`config.mk`:
```
export PLATFORM = sky130hd
export DESIGN_NAME = clz_denorm
export DESIGN_NICKNAME = d
export VERILOG_FILES = /design/src/rtl/clz_denorm_pkg.sv /design/src/rtl/clz_shr_step.sv /design/src/rtl/clz_denorm.sv
export SDC_FILE = /design/constraint.sdc
export NUM_CORES = 1
export LEC_CHECK = 0
export ABC_AREA = 1
export CORE_MARGIN = 2
export CORE_UTILIZATION = 52
export DETAILED_ROUTE_END_ITERATION = 12
export MAX_ROUTING_LAYER = met4
export PLACE_DENSITY = 0.87
export SLEW_MARGIN = 20
export SYNTH_ARGS = -nofsm -noshare
export SYNTH_HDL_FRONTEND = slang
export SYNTH_SLANG_ARGS = --single-unit
```
`constraint.sdc`:
```
create_clock -name clk -period 2.71 [get_ports clk]
set_input_delay 0.4065 -clock clk [delete_from_list [all_inputs] [get_ports clk]]
set_output_delay 0.4065 -clock clk [all_outputs]
set_load 0.01 [all_outputs]
```
`src/rtl/clz_denorm_pkg.sv`:
```
// Shared definitions for the clz de-normalise shifter: FSM state encoding
// and a constant-evaluable ceil(log2) helper for derived widths.
package clz_denorm_pkg;

    typedef enum logic [1:0] {
        ST_IDLE  = 2'd0,
        ST_SHIFT = 2'd1,
        ST_DONE  = 2'd2
    } state_t;

    function automatic int clog2(input int unsigned value);
        int          r;
        int unsigned x;
        r = 0;
        x = value - 1;
        while (x > 0) begin
            r = r + 1;
            x = x >> 1;
        end
        return r;
    endfunction

endpackage

```
`src/rtl/clz_shr_step.sv`:
```
// One log-step stage of the de-normalise shifter: a logical right shift by
// 2**k when enabled, pass-through otherwise.
module clz_shr_step
    import clz_denorm_pkg::*;
#(
    parameter int BITS_IN  = 16,
    parameter int BITS_OUT = clog2(BITS_IN)
) (
    input  logic [BITS_IN-1:0]  acc,
    input  logic [BITS_OUT-1:0] k,
    input  logic                en,
    output logic [BITS_IN-1:0]  res
);

    always_comb begin
        res = acc;
        if (en) begin
            res = acc >> (32'd1 << k);
        end
    end

endmodule

```
`src/rtl/clz_denorm.sv`:
```
// Restores a fixed-point value from a normalised mantissa and its leading-zero
// count by right-shifting one binary stage per clock, with valid/ready on both sides.
module clz_denorm
    import clz_denorm_pkg::*;
#(
    parameter int BITS_IN  = 16,
    parameter int BITS_OUT = clog2(BITS_IN)
) (
    input  logic                clk,
    input  logic                rst,
    input  logic                s_valid,
    output logic                s_ready,
    input  logic [BITS_IN-1:0]  mant,
    input  logic [BITS_OUT-1:0] lzc,
    input  logic                nz,
    output logic                m_valid,
    input  logic                m_ready,
    output logic [BITS_IN-1:0]  out,
    output logic                err
);

    localparam logic [BITS_OUT-1:0] LAST_STAGE = BITS_OUT'(BITS_OUT - 1);

    state_t              state_q, state_d;
    logic [BITS_OUT-1:0] cnt_q, cnt_d;
    logic [BITS_IN-1:0]  acc_q, acc_d;
    logic [BITS_OUT-1:0] lzc_q, lzc_d;
    logic                err_q, err_d;
    logic [BITS_IN-1:0]  shr_res;

    clz_shr_step #(
        .BITS_IN  (BITS_IN),
        .BITS_OUT (BITS_OUT)
    ) u_shr_step (
        .acc (acc_q),
        .k   (cnt_q),
        .en  (lzc_q[cnt_q]),
        .res (shr_res)
    );

    always_comb begin
        state_d = state_q;
        cnt_d   = cnt_q;
        acc_d   = acc_q;
        lzc_d   = lzc_q;
        err_d   = err_q;
        case (state_q)
            ST_IDLE: begin
                if (s_valid) begin
                    acc_d   = mant;
                    lzc_d   = lzc;
                    err_d   = nz & ~mant[BITS_IN-1];
                    cnt_d   = '0;
                    state_d = ST_SHIFT;
                    // Zero result: run only the final (no-op) stage so the
                    // result appears one edge after accept.
                    if (!nz) begin
                        acc_d = '0;
                        lzc_d = '0;
                        cnt_d = LAST_STAGE;
                    end
                end
            end
            ST_SHIFT: begin
                acc_d = shr_res;
                if (cnt_q == LAST_STAGE) begin
                    cnt_d   = '0;
                    state_d = ST_DONE;
                end else begin
                    cnt_d = cnt_q + BITS_OUT'(1);
                end
            end
            ST_DONE: begin
                if (m_ready) begin
                    state_d = ST_IDLE;
                end
            end
            default: state_d = ST_IDLE;
        endcase
    end

    always_ff @(posedge clk or posedge rst) begin
        if (rst) begin
            state_q <= ST_IDLE;
            cnt_q   <= '0;
            acc_q   <= '0;
            lzc_q   <= '0;
            err_q   <= 1'b0;
        end else begin
            state_q <= state_d;
            cnt_q   <= cnt_d;
            acc_q   <= acc_d;
            lzc_q   <= lzc_d;
            err_q   <= err_d;
        end
    end

    assign s_ready = (state_q == ST_IDLE) & ~rst;
    assign m_valid = (state_q == ST_DONE);
    assign out     = acc_q;
    assign err     = err_q;

endmodule

```
==> results of run 1 <==
-- synthesized netlist by cell type, drive strengths merged --
cell	instances
or2	1
o22ai	5
inv	28
a31oi	4
o21ai	8
buf	9
nor3	1
o221ai	1
clkbuf	6
nand2	85
ha	6
a22oi	2
nand3	50
xor2	1
nand4	28
nor2	25
dfrtp	27
a21oi	27
a31o	1
o211ai	1
-- metrics by stage --
stage / worst slack (ns) / area [µm²] / total power, W / hold slack [ns]
after floorplan: 0.689 / 2130 / 0.00283 / 0.448
after global placement: 0.282 / 2600 / 0.00363 / 0.471
after detailed placement: 0.259 / 2600 / 0.00369 / 0.476
after CTS: 0.343 / 2650 / 0.00395 / 0.502
after global routing: 0.151 / 2650 / 0.00435 / 0.531
final: 0.304 / 2650 / 0.00401 / 0.504
-- sequential cells by signal, indices dropped and copies added, names as in the netlist --
signal,count
out,16
state_q,2
lzc_q,4
err,1
cnt_q,4
-- final cells by class --
type	count	area, µm²
sequential	27	676
clock inverter	1	7.51
clock buffer	3	41.3
tap	50	62.6
inverter	28	105
timing repair buffer	51	490
multi-input combinational	246	1260
fill	354	1330
-- power by group through the flow --
stage               Sequential (W)  Clock [W]  Combinational, W
finish                    0.000808   0.000255           0.00294
global placement          0.000802          0           0.00283
detailed placement        0.000810          0           0.00288
floorplan                 0.000823          0           0.00200
global route              0.000832   0.000268           0.00325
CTS                       0.000802   0.000253           0.00289
-- layer usage --
metal | wire (µm) | vias up | global-route usage, %
met5 | 0 | - | -
met4 | 201 | 0 | 10.8
met2 | 3160 | 127 | 50.1
li1 | - | 1166 | -
met3 | 459 | 22 | 2.47
met1 | 2520 | 1106 | 38.7
-- worst min-delay path by stage --
stage,depth (start not counted),start,endpoint,slack (ns)
2_1_floorplan,2,lzc_q[0]$_DFFE_PP0P_,lzc_q[0]$_DFFE_PP0P_,0.45
6_report,2,err$_DFFE_PP0P_,err$_DFFE_PP0P_,0.50
3_3_place_gp,2,err$_DFFE_PP0P_,err$_DFFE_PP0P_,0.47
5_1_grt,2,lzc_q[2]$_DFFE_PP0P_,lzc_q[2]$_DFFE_PP0P_,0.53
4_1_cts,2,lzc_q[2]$_DFFE_PP0P_,lzc_q[2]$_DFFE_PP0P_,0.50
3_5_place_dp,2,lzc_q[2]$_DFFE_PP0P_,lzc_q[2]$_DFFE_PP0P_,0.48
-- worst max-delay path, stage by stage (launching register included) --
cell and delay (ns):
sky130_fd_sc_hd__dfrtp_1 0.47, sky130_fd_sc_hd__ha_1 0.27, sky130_fd_sc_hd__ha_1 0.21, sky130_fd_sc_hd__a21oi_1 0.14
sky130_fd_sc_hd__nand2_1 0.11, sky130_fd_sc_hd__nand2_4 0.25, sky130_fd_sc_hd__nand2_4 0.14, sky130_fd_sc_hd__nor2_8 0.13
sky130_fd_sc_hd__nand2_2 0.08, sky130_fd_sc_hd__nand2_2 0.10, sky130_fd_sc_hd__nand2_1 0.06, sky130_fd_sc_hd__nand2_1 0.09
sky130_fd_sc_hd__nand2_1 0.06, sky130_fd_sc_hd__nand2_1 0.06, sky130_fd_sc_hd__nand2_1 0.08, sky130_fd_sc_hd__a21oi_2 0.11
-- logic make-up after synthesis --
| kind of cell | count (synthesis) | share of synthesized area [%] |
|---|---|---|
| flip-flops | 27 | 31.7 |
| AND/OR/NAND/NOR | 190 | 42.3 |
| AO/OA/AOI/OAI | 49 | 13.1 |
| buffers and inverters | 43 | 9.04 |
| XOR/XNOR | 1 | 0.411 |
| adder cells (fa/ha/maj) | 6 | 3.52 |
==> flow_summary_export.csv, run 1 <==
group,metric,value,unit
route,drt.antenna.violating_nets,0,
die,effective_utilization_at_floorplan,53.7,%
finish,design.final.nets,388,
clock_tree,cts-htree-levels,1,
global_route,largest_net_degree_at_the_start_of_global_routing,28,
route,route.vias.total,2421,
power_and_ir_drop,p_int,0.00181,W
route,drt-vias-per-instance,5.96,
route,detailedRoute.firstPassIterationCount,5,
critical_path,setup.worst_path.start_class,"flop",
finish,area.growth.synth_to_final,24.1,%
clock_tree,cts.clk_slew.worst_paths,0.11,ns
logic_synthesis,post_synth_main_area_contributors,"sky130_fd_sc_hd__dfrtp_1, sky130_fd_sc_hd__nand2_1, sky130_fd_sc_hd__nand3_1",
die,fp.dieH,68.0,µm
place,gpl.final_weighted_congestion,0.979,
critical_path,cp_max_fo,26,
place,place.port_buffers,43,
logic_synthesis,synthesis.instances,316,
finish,antenna_cells,0,
sta,fmaxAchievable,416,MHz
global_route,grt_util_all_layers,30.2,%
logic_synthesis,synth_area_leader_cell,"sky130_fd_sc_hd__dfrtp_1",
critical_path,crit_type,"reg2reg",
sta,setup_viol,0,
critical_path,worst_setup_path_endpoint,"out[2]$_DFFE_PP0P_",
clock_tree,tritoncts,"done",
clock_tree,hold_buffers,0,
sta,finalClockSkew,0.00672,ns
finish,layout-drive-gt1-share,8.15,%
clock_tree,postCtsSetupRepairBufs,0,
clock_tree,cts_root_buffer,"sky130_fd_sc_hd__clkbuf_8",
logic_synthesis,mappedNetlistArea,2130,µm²
place,dpl.cell_count,402,
sta,setup_total_negative_slack,0,ns
status,run_status,"complete, no violations",
power_and_ir_drop,power_frac_seq,20.2,%
die,placementRows,23,
finish,fin_util,66.6,%
logic_synthesis,yosys_warnings,0,
place,detailed_place_hpwl,4.70,mm
power_and_ir_drop,clkPwrFrac,6.4,%
logic_synthesis,postSynthRegisterBits,27,
global_route,initial_antenna_violation_count,0,
finish,instances_no_fill,406,
finish,mostFrequentLayoutCell,"sky130_fd_sc_hd__nand2_1",
route,detailedRoute.firstIterationViolations,357,
logic_synthesis,synth_sequential_area_ratio,31.7,%
sta,final-hold-violation-count,0,
clock_tree,numCtsBuffers,3,
sta,timing.final.crit_share,88.8,%
sta,worst-slew-pin-transition,0.478,ns
logic_synthesis,synth_cell_type_count,29,
power_and_ir_drop,power_density,1510,nW/µm²
route,post-route-drc-count,0,
die,coreArea,3970,µm²
critical_path,arrival,2.64,ns
power_and_ir_drop,switching_fraction,54.9,%
power_and_ir_drop,irDropWorstVdd,0.755,mV
power_and_ir_drop,power.switching,0.00220,W
global_route,grt_pass1_wl,10.2,mm
power_and_ir_drop,power.combinational.fraction,73.5,%
critical_path,crit_path_start,"cnt_q[0]$_DFFE_PP0P_",
critical_path,worstSetupEndpointType,"flop",
critical_path,regToRegEndpoint,"out[2]$_DFFE_PP0P_",
global_route,grt-ovfl-total,0,
die,die_width,68.0,µm
sta,grt_setup_unrepaired,"no",
sta,relSlewSlack,68.0,%
worst_hold_path,min-delay-path-class,"reg2reg",
clock_tree,postCtsResizedCells,0,
power_and_ir_drop,cellLeakagePower,1.27,nW
die,io_pins,44,
route,totalWireLength,6.33,mm
critical_path,regToRegSetupSlack,0.30,ns
clock_tree,clock_path_buffers,2,
sta,final_max_slew_viol_count,0,
global_route,first_global_vias,2214,
logic_synthesis,synthesis.area_per_instance,6.75,µm²
route,wl_per_cell,15.6,µm
logic_synthesis,synth_top_cell_area_share,31.7,%
die,area_of_the_die,4630,µm²
run,max-cap-violations,0,
critical_path,timing.rr.start,"cnt_q[0]$_DFFE_PP0P_",
critical_path,rr_worst_depth,15,
clock_tree,clock_latency,0.29,ns
critical_path,crit_required,2.94,ns
clock_tree,cts_sink_count,27,
sta,finalWorstPathRequiredPeriod,2.41,ns
logic_synthesis,syn_nets,347,
finish,top_library_cells_by_usage_in_the_layout_fill_and_taps_aside,"sky130_fd_sc_hd__nand2_1, sky130_fd_sc_hd__nand3_1, sky130_fd_sc_hd__clkdlybuf4s50_1",
Power figures use the tool's default switching activity.
==> run 2: changes to the inputs <==
--- a/config.mk
+++ b/config.mk
@@ -6,11 +6,11 @@
 export NUM_CORES = 1
 export LEC_CHECK = 0
 export ABC_AREA = 1
-export CORE_MARGIN = 2
-export CORE_UTILIZATION = 52
+export CORE_MARGIN = 1
+export CORE_UTILIZATION = 40
 export DETAILED_ROUTE_END_ITERATION = 12
 export MAX_ROUTING_LAYER = met4
-export PLACE_DENSITY = 0.87
+export PLACE_DENSITY = 0.71
 export SLEW_MARGIN = 20
 export SYNTH_ARGS = -nofsm -noshare
 export SYNTH_HDL_FRONTEND = slang
==> run 2 against run 1 <==
  * Routed wire length rose by 3.1%
  * Utilization fell by 14 points
  * Global-route usage fell by 4.1 points
  * Die area rose by 22%
  * Non-clock buffer count did not move
  * Setup slack improved by 0.10 ns
  * Largest cell class unchanged
  * Maximum frequency rose by 4.6%
  * Clock-buffer cell count did not move
  * Clock skew rose by 0.0030 ns
  * Critical path type unchanged
  * First-iteration DRC count fell by 40%
==> flow_summary_export.csv, run 2 (synthesized netlist as in run 1, its figures left out) <==
group,metric,value,unit
finish,design.final.nets,388,
global_route,grt_pass1_wl,10.7,mm
finish,layout-drive-gt1-share,8.15,%
critical_path,cp_max_fo,26,
critical_path,regToRegEndpoint,"out[3]$_DFFE_PP0P_",
sta,finalWorstPathRequiredPeriod,2.30,ns
sta,worst-slew-pin-transition,0.531,ns
clock_tree,cts.clk_slew.worst_paths,0.11,ns
die,fp.dieH,75.0,µm
sta,finalWorstSetupSlack,0.409,ns
clock_tree,numCtsBuffers,3,
critical_path,regToRegSetupSlack,0.41,ns
critical_path,cp.depth,14,
critical_path,max_stage_delay,0.48,ns
global_route,grt-ovfl-total,0,
sta,setup_viol,0,
sta,timing.final.crit_share,84.9,%
finish,multi_input_area,1260,µm²
route,route.vias.total,2335,
global_route,first_global_vias,2215,
critical_path,setup.worst_path.start_class,"flop",
die,effective_utilization_at_floorplan,41.7,%
sta,grt_setup_unrepaired,"no",
power_and_ir_drop,power_density,1490,nW/µm²
critical_path,critical-path-top-cell-by-count,"sky130_fd_sc_hd__nand2_1",
finish,area.growth.synth_to_final,25.3,%
route,detailedRoute.firstIterationViolations,214,
die,die_width,75.0,µm
route,drt.antenna.violating_nets,0,
critical_path,timing.critical_path.cells,"inv_1 -> ha_1 -> inv_1 -> nand2_1 -> a21oi_2 -> buf_4 -> nand4_1 -> nand2_1 -> inv_1 -> nand2_1 -> nand3_1 -> nand3_1 -> nand2_1 -> a21oi_1",
route,wl_per_cell,15.3,µm
route,drt-vias-per-instance,5.48,
clock_tree,cts_sink_count,27,
finish,register_area,676,µm²
die,area_of_the_die,5630,µm²
clock_tree,hold_buffers,0,
global_route,grt_util_all_layers,26.1,%
sta,final-hold-violation-count,0,
die,placementRows,26,
sta,finalClockSkew,0.00970,ns
sta,fmaxAchievable,435,MHz
clock_tree,postCtsSetupRepairBufs,0,
critical_path,critical-path-slowest-cell,"sky130_fd_sc_hd__dfrtp_1",
status,run_status,"complete, no violations",
sta,setup_total_negative_slack,0,ns
place,place_worst_setup_slack,0.470,ns
place,gpl.final_weighted_congestion,0.931,
power_and_ir_drop,irDropWorstVdd,0.669,mV
critical_path,cpLargestDelayFamily,"simple AND/OR/NAND/NOR gates",
run,max-cap-violations,0,
critical_path,arrival,2.52,ns
place,place.port_buffers,43,
die,coreArea,5110,µm²
sta,relSlewSlack,64.6,%
route,totalWireLength,6.53,mm
finish,top_library_cells_by_usage_in_the_layout_fill_and_taps_aside,"sky130_fd_sc_hd__nand2_1, sky130_fd_sc_hd__nand3_1, sky130_fd_sc_hd__clkdlybuf4s50_1",
route,post-route-drc-count,0,
critical_path,timing.rr.start,"cnt_q[0]$_DFFE_PP0P_",
critical_path,crit_type,"reg2reg",
global_route,largest_net_degree_at_the_start_of_global_routing,28,
critical_path,crit_required,2.93,ns
clock_tree,clock_path_buffers,2,
critical_path,worstSetupEndpointType,"flop",
clock_tree,postCtsResizedCells,0,
die,io_pins,44,
critical_path,critical_path.n_buffers_inverters,4,
finish,antenna_cells,0,
worst_hold_path,min-delay-path-class,"in2async",
finish,mostFrequentLayoutCell,"sky130_fd_sc_hd__nand2_1",
clock_tree,tritoncts,"done",
finish,largest_reg_flops,16,
critical_path,crit_path_start,"cnt_q[0]$_DFFE_PP0P_",
finish,fillerInstances,532,
clock_tree,clock_latency,0.29,ns
clock_tree,cts-htree-levels,1,
global_route,initial_antenna_violation_count,0,
critical_path,rr_worst_depth,14,
power_and_ir_drop,cellLeakagePower,1.27,nW
sta,final_max_slew_viol_count,0,
clock_tree,cts_root_buffer,"sky130_fd_sc_hd__clkbuf_8",
place,detailed_place_hpwl,4.84,mm
route,detailedRoute.firstPassIterationCount,4,
[run 2: cell counts in the layout (fill, tap and decap cells not counted)]
Identical to the previous run, type by type.
[run 2: layout make-up]
type                            count  share of cell area, %
Multi-Input combinational cell    246                   47.3
Sequential cell                    27                   25.3
Timing Repair Buffer               51                   18.4
Inverter                           28                   3.93
Tap cell                           70                   3.28
Clock buffer                        3                   1.55
Clock inverter                      1                  0.281
[run 2: routing by layer]
layer / track usage (%) / share of wire, % / up-vias
met4: 9.43 / 3.2 / 0
met2: 42.9 / 47 / 120
met1: 33.3 / 42 / 1031
li1: - / - / 1164
met5: - / 0 / -
met3: 2.54 / 7.9 / 20
[run 2: worst max-delay path by stage]
stage / slack [ns] / to
finish: 0.41 / out[3]$_DFFE_PP0P_
global route: 0.18 / out[3]$_DFFE_PP0P_
CTS: 0.43 / out[3]$_DFFE_PP0P_
detailed placement: 0.47 / out[2]$_DFFE_PP0P_
global placement: 0.50 / out[2]$_DFFE_PP0P_
floorplan: 0.69 / out[2]$_DFFE_PP0P_
[run 2: power by group]
group / internal [W] / total, W / switching (W)
clock network: 0.000105 / 0.000253 / 0.000148
logic: 0.00110 / 0.00292 / 0.00182
registers: 0.000605 / 0.000812 / 0.000208
total: 0.00181 / 0.00399 / 0.00218
[run 2: metrics by stage]
step	power (W)	instance area, µm²	hold WS [ns]	std cells	utilization [%]
floorplan	0.00283	2130	0.448	316	-
global placement	0.00368	2620	0.471	422	51.3
detailed placement	0.00371	2620	0.475	422	51.3
CTS	0.00398	2670	0.501	426	52.3
global route	0.00441	2670	0.534	426	52.3
finish	0.00399	2670	0.507	426	52.3
[run 2: worst register-to-register path: stages (launching register included)]
cell and delay [ns]:
sky130_fd_sc_hd__dfrtp_1 0.48, sky130_fd_sc_hd__inv_1 0.13, sky130_fd_sc_hd__ha_1 0.25, sky130_fd_sc_hd__inv_1 0.09, sky130_fd_sc_hd__nand2_1 0.07, sky130_fd_sc_hd__a21oi_2 0.10, sky130_fd_sc_hd__buf_4 0.29, sky130_fd_sc_hd__nand4_1 0.14
sky130_fd_sc_hd__nand2_1 0.11, sky130_fd_sc_hd__inv_1 0.06, sky130_fd_sc_hd__nand2_1 0.07, sky130_fd_sc_hd__nand3_1 0.10, sky130_fd_sc_hd__nand3_1 0.10, sky130_fd_sc_hd__nand2_1 0.11, sky130_fd_sc_hd__a21oi_1 0.14
==> run 3: changes to the inputs <==
--- a/config.mk
+++ b/config.mk
@@ -10,7 +10,7 @@
 export CORE_UTILIZATION = 40
 export DETAILED_ROUTE_END_ITERATION = 12
 export MAX_ROUTING_LAYER = met4
-export PLACE_DENSITY = 0.71
+export PLACE_DENSITY = 0.73
 export SLEW_MARGIN = 20
 export SYNTH_ARGS = -nofsm -noshare
 export SYNTH_HDL_FRONTEND = slang
==> constraint.sdc (replaced) <==
create_clock -name clk -period 2.03 [get_ports clk]
set_input_delay 0.3045 -clock clk [delete_from_list [all_inputs] [get_ports clk]]
set_output_delay 0.3045 -clock clk [all_outputs]
set_load 0.01 [all_outputs]
==> run 3 against run 2 <==
  * The run now ends with setup timing left
  * Register-to-register slack got worse by 0.47 ns
  * Routed wire length rose by 18%
  * Clock skew grew 0.00068 ns
  * Highest routed layer unchanged
  * Sequential power up 38%
  * Non-clock buffer count rose by 35
  * Power increased by 67%
  * Setup slack lost 0.47 ns
  * Hold slack got worse by 0.10 ns
  * Cell count is 8.5% higher
  * Sequential cell count did not move
  * Die area is the same
==> flow_summary_export.csv, run 3 (synthesized netlist as in run 1, its figures left out) <==
group,metric,value,unit
status,run_status,"complete, but fails checks",
status,failing_checks,"setup timing",
route,drt-vias-per-instance,5.76,
finish,multi_input_area,1450,µm²
die,coreArea,5110,µm²
finish,mostFrequentLayoutCell,"sky130_fd_sc_hd__nand2_1",
sta,timing.final.crit_share,103,%
route,totalWireLength,7.68,mm
finish,layout-drive-gt1-share,26.0,%
critical_path,rr_worst_depth,16,
route,wl_per_cell,16.6,µm
power_and_ir_drop,power_density,2090,nW/µm²
critical_path,setup.worst_path.start_class,"flop",
critical_path,worst_setup_path_endpoint,"out[2]$_DFFE_PP0P_",
finish,largest_reg_flops,16,
global_route,initial_antenna_violation_count,0,
finish,fin_util,62.4,%
finish,layout.cell_area.non_filler,3190,µm²
critical_path,regToRegSetupSlack,-0.06,ns
finish,register_area,679,µm²
sta,grt_setup_unrepaired,"yes",
sta,worst-slew-pin-transition,0.369,ns
die,area_of_the_die,5630,µm²
sta,fmaxAchievable,478,MHz
power_and_ir_drop,p_int,0.00317,W
die,effective_utilization_at_floorplan,41.7,%
global_route,largest_net_degree_at_the_start_of_global_routing,28,
critical_path,regToRegEndpoint,"out[2]$_DFFE_PP0P_",
power_and_ir_drop,switching_fraction,52.4,%
route,detailedRoute.firstIterationViolations,181,
finish,top_library_cells_by_usage_in_the_layout_fill_and_taps_aside,"sky130_fd_sc_hd__nand2_1, sky130_fd_sc_hd__clkdlybuf4s50_1, sky130_fd_sc_hd__nand3_1",
sta,finalClockSkew,0.0104,ns
finish,antenna_cells,0,
die,placementRows,26,
sta,finalWorstSetupSlack,-0.0613,ns
run,max-cap-violations,0,
power_and_ir_drop,power.combinational.fraction,78.2,%
clock_tree,cts_root_buffer,"sky130_fd_sc_hd__clkbuf_8",
clock_tree,cts_sink_count,27,
power_and_ir_drop,irDropWorstVdd,0.927,mV
clock_tree,tritoncts,"done",
global_route,first_global_vias,2430,
global_route,grt-ovfl-total,0,
critical_path,cpLargestDelayFamily,"simple AND/OR/NAND/NOR gates",
die,io_pins,44,
power_and_ir_drop,cellLeakagePower,1.50,nW
place,detailed_place_hpwl,5.44,mm
route,detailedRoute.firstPassIterationCount,5,
global_route,grt_pass1_wl,11.6,mm
critical_path,cp_max_fo,5,
route,post-route-drc-count,0,
route,drt.antenna.violating_nets,0,
die,fp.dieH,75.0,µm
clock_tree,clock_latency,0.29,ns
critical_path,crit_path_start,"cnt_q[1]$_DFFE_PP0P_",
route,route.vias.total,2661,
critical_path,cp.depth,16,
power_and_ir_drop,power.switching,0.00349,W
finish,design.final.nets,424,
critical_path,crit_type,"reg2reg",
clock_tree,cts-htree-levels,1,
critical_path,critical-path-slowest-cell,"sky130_fd_sc_hd__dfrtp_2",
sta,finalWorstPathRequiredPeriod,2.09,ns
power_and_ir_drop,clkPwrFrac,5.1,%
place,post_dp_cell_area,2840,µm²
critical_path,timing.critical_path.cells,"buf_6 -> ha_4 -> inv_4 -> nand2_4 -> a21oi_4 -> buf_6 -> nand2_8 -> nor2_8 -> nand2_4 -> nand2_4 -> nand2_2 -> nand2_2 -> nand2_1 -> nand2_1 -> nand2_1 -> a21oi_2",
clock_tree,clock_path_buffers,2,
global_route,grt_util_all_layers,28.9,%
finish,area.growth.synth_to_final,49.5,%
critical_path,worstSetupEndpointType,"flop",
power_and_ir_drop,power_frac_seq,16.8,%
sta,setup_viol,5,
sta,final-hold-violation-count,0,
critical_path,max_stage_delay,0.46,ns
place,place.port_buffers,43,
sta,final_max_slew_viol_count,0,
critical_path,crit_required,2.26,ns
power_and_ir_drop,design_power_total,0.00666,W
clock_tree,cts.clk_slew.worst_paths,0.11,ns
worst_hold_path,min-delay-path-class,"in2async",
place,gpl.final_weighted_congestion,0.990,
die,die_width,75.0,µm
finish,fillerInstances,490,
sta,relSlewSlack,75.4,%
clock_tree,numCtsBuffers,3,
critical_path,timing.rr.start,"cnt_q[1]$_DFFE_PP0P_",
critical_path,critical_path.n_buffers_inverters,3,
critical_path,arrival,2.33,ns
==> run 3: power by group through the flow <==
stage / clock network (W) / logic [W] / registers (W)
3_5_place_dp: 0 / 0.00437 / 0.00109
6_report: 0.000339 / 0.00521 / 0.00112
2_1_floorplan: 0 / 0.00268 / 0.00110
5_1_grt: 0.000357 / 0.00567 / 0.00114
3_3_place_gp: 0 / 0.00433 / 0.00109
4_1_cts: 0.000343 / 0.00475 / 0.00108
==> run 3: worst min-delay path, delay by kind of cell <==
kind / cells / cell delay, ns
buffers and inverters: 3 / 0.82
==> run 3: timing repair <==
item,4_1_cts,5_1_grt
setup endpoints to repair,14,15
hold buffers,0,0
gates resized for setup,19,40
pin swaps,10,27
gates cloned,3,0
setup buffers,7,2
==> run 3: worst min-delay path by stage <==
stage / to / cells after the start / start
after global routing: state_q[0]$_DFFE_PP0P_ / 3 / rst
after floorplan: cnt_q[0]$_DFFE_PP0P_ / 1 / rst
final: state_q[0]$_DFFE_PP0P_ / 3 / rst
after CTS: state_q[0]$_DFFE_PP0P_ / 3 / rst
after detailed placement: lzc_q[0]$_DFFE_PP0P_ / 2 / lzc_q[0]$_DFFE_PP0P_
after global placement: err$_DFFE_PP0P_ / 2 / err$_DFFE_PP0P_
==> run 3: metal layers <==
| layer | track usage (%) | share of wire [%] | vias to the layer above |
|---|---|---|---|
| met3 | 3.35 | 5.7 | 31 |
| li1 | - | - | 1244 |
| met2 | 51.0 | 51 | 126 |
| met1 | 32.6 | 40 | 1260 |
| met5 | - | 0 | - |
| met4 | 13.4 | 3.9 | 0 |
==> run 3: cell type report <==
type	instances	share of cell area (%)
Multi-Input combinational cell	247	45.6
Clock inverter	1	0.235
Sequential cell	27	21.3
Inverter	28	3.45
Timing Repair Buffer	86	25.4
Tap cell	70	2.75
Clock buffer	3	1.30
==> run 3: through the flow <==
stage / worst slack (ns) / std cells / TNS [ns] / hold slack [ns]
after floorplan: 0.00935 / 316 / 0 / 0.357
after global placement: -0.0486 / 448 / -0.107 / 0.474
after detailed placement: -0.0647 / 448 / -0.363 / 0.482
after CTS: -0.0170 / 462 / -0.0285 / 0.421
after global routing: -0.195 / 462 / -1.46 / 0.475
final: -0.0613 / 462 / -0.141 / 0.403
